$ cat config.mk
export PLATFORM = sky130hd
export DESIGN_NAME = adc_trig_averager
export DESIGN_NICKNAME = d
export VERILOG_FILES = /design/src/rtl/adc_trig_averager.sv
export SDC_FILE = /design/constraint.sdc
export NUM_CORES = 1
export LEC_CHECK = 0
export ABC_AREA = 1
export ABC_CLOCK_PERIOD_IN_PS = 1970
export CAP_MARGIN = 10
export CORE_ASPECT_RATIO = 1.75
export CORE_UTILIZATION = 55
export CTS_CLUSTER_DIAMETER = 200
export CTS_CLUSTER_SIZE = 25
export DETAILED_ROUTE_END_ITERATION = 8
export PLACE_DENSITY = 0.86
export SLEW_MARGIN = 20
export SYNTH_ARGS = -nofsm -noshare
export SYNTH_HDL_FRONTEND = slang
export SYNTH_SLANG_ARGS = --single-unit
export TNS_END_PERCENT = 100
$ cat constraint.sdc
create_clock -name Clk -period 1.97 [get_ports Clk]
set_input_delay 0.4925 -clock Clk [delete_from_list [all_inputs] [get_ports Clk]]
set_output_delay 0.4925 -clock Clk [all_outputs]
set_load 0.05 [all_outputs]
$ cat src/rtl/adc_trig_averager.sv
// Armed, externally triggered block averager for two signed ADC channels.
// Averages 2^Log2N consecutive samples per channel starting at the trigger edge.
module adc_trig_averager #(
    parameter int unsigned DATA_W    = 16,
    parameter int unsigned MAX_LOG2N = 10
) (
    input  logic                     Clk,
    input  logic                     Reset,
    input  logic signed [DATA_W-1:0] InputA,
    input  logic signed [DATA_W-1:0] InputB,
    input  logic                     ExtTrig,
    input  logic                     Arm,
    input  logic                     Abort,
    input  logic                     Continuous,
    input  logic [3:0]               Log2N,
    output logic signed [DATA_W-1:0] ResultA,
    output logic signed [DATA_W-1:0] ResultB,
    output logic                     Valid,
    output logic                     Busy,
    output logic                     ArmedFlag
);

    localparam int unsigned ACC_W = DATA_W + MAX_LOG2N;
    localparam int unsigned CNT_W = MAX_LOG2N;
    localparam logic [3:0]  MAX_L = 4'(MAX_LOG2N);
    localparam logic [CNT_W-1:0] CNT_ONES = '1;

    typedef enum logic [1:0] {
        IDLE  = 2'd0,
        ARMED = 2'd1,
        ACCUM = 2'd2
    } state_t;

    state_t state_q, state_d;

    logic                    arm_q, trig_q;
    logic                    arm_rise, trig_rise;
    logic                    acc_load, acc_add, res_load;
    logic [3:0]              log2n_clamp;
    logic [3:0]              shift_q;
    logic [CNT_W-1:0]        cnt_q, cnt_init;
    logic signed [ACC_W-1:0] acc_a, acc_b;
    logic signed [ACC_W-1:0] sext_a, sext_b;
    logic signed [ACC_W-1:0] avg_a, avg_b;

    assign arm_rise    = Arm & ~arm_q;
    assign trig_rise   = ExtTrig & ~trig_q;
    assign log2n_clamp = (Log2N > MAX_L) ? MAX_L : Log2N;
    assign cnt_init    = ~(CNT_ONES << log2n_clamp);
    assign sext_a      = {{MAX_LOG2N{InputA[DATA_W-1]}}, InputA};
    assign sext_b      = {{MAX_LOG2N{InputB[DATA_W-1]}}, InputB};
    // Arithmetic shift floors toward -inf; accumulator headroom makes truncation exact.
    assign avg_a       = acc_a >>> shift_q;
    assign avg_b       = acc_b >>> shift_q;

    // State register
    always_ff @(posedge Clk or negedge Reset) begin
        if (!Reset) begin
            state_q <= IDLE;
        end else begin
            state_q <= state_d;
        end
    end

    // Next state and datapath strobes; Abort overrides everything, including completion
    always_comb begin
        state_d  = state_q;
        acc_load = 1'b0;
        acc_add  = 1'b0;
        res_load = 1'b0;
        if (Abort) begin
            state_d = IDLE;
        end else begin
            case (state_q)
                IDLE: begin
                    if (arm_rise) state_d = ARMED;
                end
                ARMED: begin
                    if (trig_rise) begin
                        state_d  = ACCUM;
                        acc_load = 1'b1;
                    end
                end
                ACCUM: begin
                    if (cnt_q == '0) begin
                        res_load = 1'b1;
                        state_d  = Continuous ? ARMED : IDLE;
                    end else begin
                        acc_add = 1'b1;
                    end
                end
                default: state_d = IDLE;
            endcase
        end
    end

    // Edge detect, accumulators, counter and registered outputs
    always_ff @(posedge Clk or negedge Reset) begin
        if (!Reset) begin
            arm_q     <= 1'b0;
            trig_q    <= 1'b0;
            acc_a     <= '0;
            acc_b     <= '0;
            cnt_q     <= '0;
            shift_q   <= '0;
            ResultA   <= '0;
            ResultB   <= '0;
            Valid     <= 1'b0;
            Busy      <= 1'b0;
            ArmedFlag <= 1'b0;
        end else begin
            arm_q  <= Arm;
            trig_q <= ExtTrig;
            if (acc_load) begin
                acc_a   <= sext_a;
                acc_b   <= sext_b;
                cnt_q   <= cnt_init;
                shift_q <= log2n_clamp;
            end else if (acc_add) begin
                acc_a <= acc_a + sext_a;
                acc_b <= acc_b + sext_b;
                cnt_q <= cnt_q - CNT_W'(1);
            end
            if (res_load) begin
                ResultA <= avg_a[DATA_W-1:0];
                ResultB <= avg_b[DATA_W-1:0];
            end
            Valid     <= res_load;
            Busy      <= (state_d != IDLE);
            ArmedFlag <= (state_d == ARMED);
        end
    end

endmodule

==> reports/results.ini <==
[clocking]
cts.clk_slew.worst_paths_ps = 90
h-tree-depth = 3
root_buffer = clkbuf_16
clock_sinks = 105
clock_path_buffers = 2
cts_buffers = 9
clkLatencyLatePin_ps = 380
cts_tree = built

[drt]
wl_per_cell_um = 17.8
drt_wl_total_um = 35900
routed_via_density = 5.96
detail_route.iter0.violations = 952
drtPass1Iterations = 8
drc_errors = 0
drt.antenna.violating_nets = 0
vias = 12000

[critical_path]
cp.depth = 10
end_kind = flop
cp.required_ps = 2270
cp_slowest_stage_delay_ps = 440
r2r-end = acc_a[20]$_DFFE_PN0P_
rr_worst_depth = 10
timing.critical_path.buf_inv = 2
worstPathArrival_ps = 2350
slowest_stage = clkdlybuf4s50_1
r2r-start = acc_a[0]$_DFFE_PN0P_
worstSetupPathType = in2reg
r2r_slack_ps = -60
setup.worst_path.start_class = primary input
cp_max_fo = 3
crit_family = simple AND/OR/NAND/NOR gates
path_cells = clkdlybuf4s50_1 -> ha_1 -> inv_1 -> nand2_2 -> and2_2 -> nand2_1 -> nand3_1 -> nand2_1 -> nand3_1 -> a21oi_1

[timing]
tightest_slew_ps = 493
worst_slack_ps = -77.0
fin_crit_sh = 1.04
timing.final.max_slew_violations = 0
fin_tns_setup_ps = -125
rsz0062_at_grt = yes
hold_viol = 0
finalSetupViolCount = 5
max_freq_ghz = 0.489
period_needed_ps = 2050
fin_worst_skew_ps = 18.4
relSlewSlack = 0.668
whs_ps = 458

[finish]
layout_common_cells = 521 x nand2_1, 193 x inv_1, 183 x buf_4
syn_to_final_growth_pct = 35.7
final_nets = 1877
layout-drive-gt1-share = 0.236
layout_commonest_cell = nand2_1
num_antenna_cells = 0
instances_no_fill = 2017
fin_area_mm2 = 0.0134

[synth]
syn-num-nets = 1673
netlist_instances = 1578
synth_seq_cells = 105
yosysSeqAreaShare = 0.266
yosys.cell_types.count = 50
netlist_area_mm2 = 0.00986
ys_warn_count = 0
syn-mean-instance-area_um2 = 6.25

[floorplanning]
ios = 77
core_mm2 = 0.0175
die_w_um = 103
rows = 64
die-area_mm2 = 0.0185
die_h_um = 179
initial_utilization = 0.562

[power]
p_per_area_mw_per_mm2 = 1440
ir_worst_vdd_uv = 898
leakage_nw = 6.87

[global_routing]
antenna_found_initial = 0
grtUsageMet2 = 0.639
grt_first_pass_wirelength_um = 51800
grt_util_met3 = 0.0530
grtUsageMet1 = 0.389
grt.total_usage = 0.363
busiest_layer = met2
grt-ovfl-total = 0
grt_start_max_net_pins = 55
grt_pass1_vias = 11100

[placement]
numPortBuffers = 76
place_area_mm2 = 0.0117
place_inst = 1975
dp_hpwl_um = 23800
gp_congestion = 1.01

[flow_run]
drv_cap = 0

[min_path]
min-delay-start = InputA[14]
hp-class = in2reg
whs_path_depth = 3
holdPathEnd = acc_a[14]$_DFFE_PN0P_

[run_status]
status = complete, but fails checks
violations = setup timing

stage by stage:
step            util  power [mW]  worst slack (ps)
4_1_cts        0.726        17.4             0.131
6_report       0.763        19.3             -77.0
3_5_place_dp   0.669        14.4              -631
3_3_place_gp   0.669        14.2              -576
5_1_grt        0.763        20.6              -142
2_1_floorplan      -        10.7              5.06
area by class of cell:
cell class / count / area (um2)
repair inverters: 2 / 25.0
flip-flops and latches: 105 / 2630
clock inverters: 5 / 62.6
inverters: 204 / 786
repair buffers: 247 / 2170
fillers: 1203 / 4160
multi-input cells: 1213 / 7180
well taps: 231 / 289
clock buffers: 10 / 239
worst min-delay path, delay by kind of cell:
| family | cells | cell delay, ps |
|---|---|---|
| buffers and inverters | 1 | 160 |
| and+or+nand+nor | 2 | 160 |
kinds of logic after synthesis:
group                      Yosys count  synth area share
DFF                                105             0.266
and+or+nand+nor                    845             0.352
adders and majority gates           53            0.0688
buffers and inverters              260             0.112
xor gates and xnor gates            21            0.0186
muxes                               17            0.0173
AOI/OAI and AO/OA                  277             0.165
worst max-delay path by stage:
stage	start	endpoint	slack (ps)
after detailed placement	InputB[0]	acc_b[10]$_DFFE_PN0P_	-630
final	InputA[3]	acc_a[20]$_DFFE_PN0P_	-80
after CTS	InputB[4]	acc_b[15]$_DFFE_PN0P_	0.1
after global routing	acc_a[0]$_DFFE_PN0P_	acc_a[20]$_DFFE_PN0P_	-140
after floorplan	InputA[0]	acc_a[18]$_DFFE_PN0P_	5
after global placement	InputA[15]	acc_a[21]$_DFFE_PN0P_	-580
synth_stat cells (all sizes together):
library cell	n	area (um2)
xor2	5	43.8
buf	40	267
clkinv	1	8.76
o21a	10	75.1
dfrtp	105	2630
nand2	565	2130
a22oi	2	15.0
clkbuf	16	60.1
o221ai	11	96.3
a31oi	8	50.1
a21o	2	15.0
nor2	123	474
a41oi	3	26.3
a221oi	1	15.0
o21bai	3	22.5
o31ai	1	7.51
xnor2	16	140
ha	51	638
o22ai	1	6.26
nor3	8	51.3
nand4	16	115
a2bb2oi	5	50.0
inv	203	767
nand3	120	618
and2	2	12.5
mux2i	17	170
or2	11	68.8
fa	2	40.0
o21ai	119	596
o211ai	29	223
a21oi	82	433
per-layer routing:
metal,share of wire,wire (um),vias up
li1,-,-,5527
met1,0.34,12300,5506
met2,0.49,17600,729
met3,0.082,2940,262
met4,0.086,3100,0
met5,0,0,-
state kept, by name, indices dropped and copies added (netlist names), 2 cells and up:
register,count
acc_b,26
ResultB,16
cnt_q,10
shift_q,4
ResultA,16
state_q,2
acc_a,26
report_power, final:
part | switching [mW] | internal (mW)
combinational | 7.87 | 5.73
clock | 0.918 | 1.03
sequential | 0.938 | 2.78
what timing repair did:
item / 4_1_cts / 5_1_grt
gates cloned: 1 / 2
gates resized for setup: 127 / 129
setup buffers: 4 / 19
setup endpoints to repair: 45 / 92
pin swaps: 26 / 37
hold buffers: 1 / 0
endpoints found under the hold margin: 9 / 0
Power figures use the tool's default switching activity.
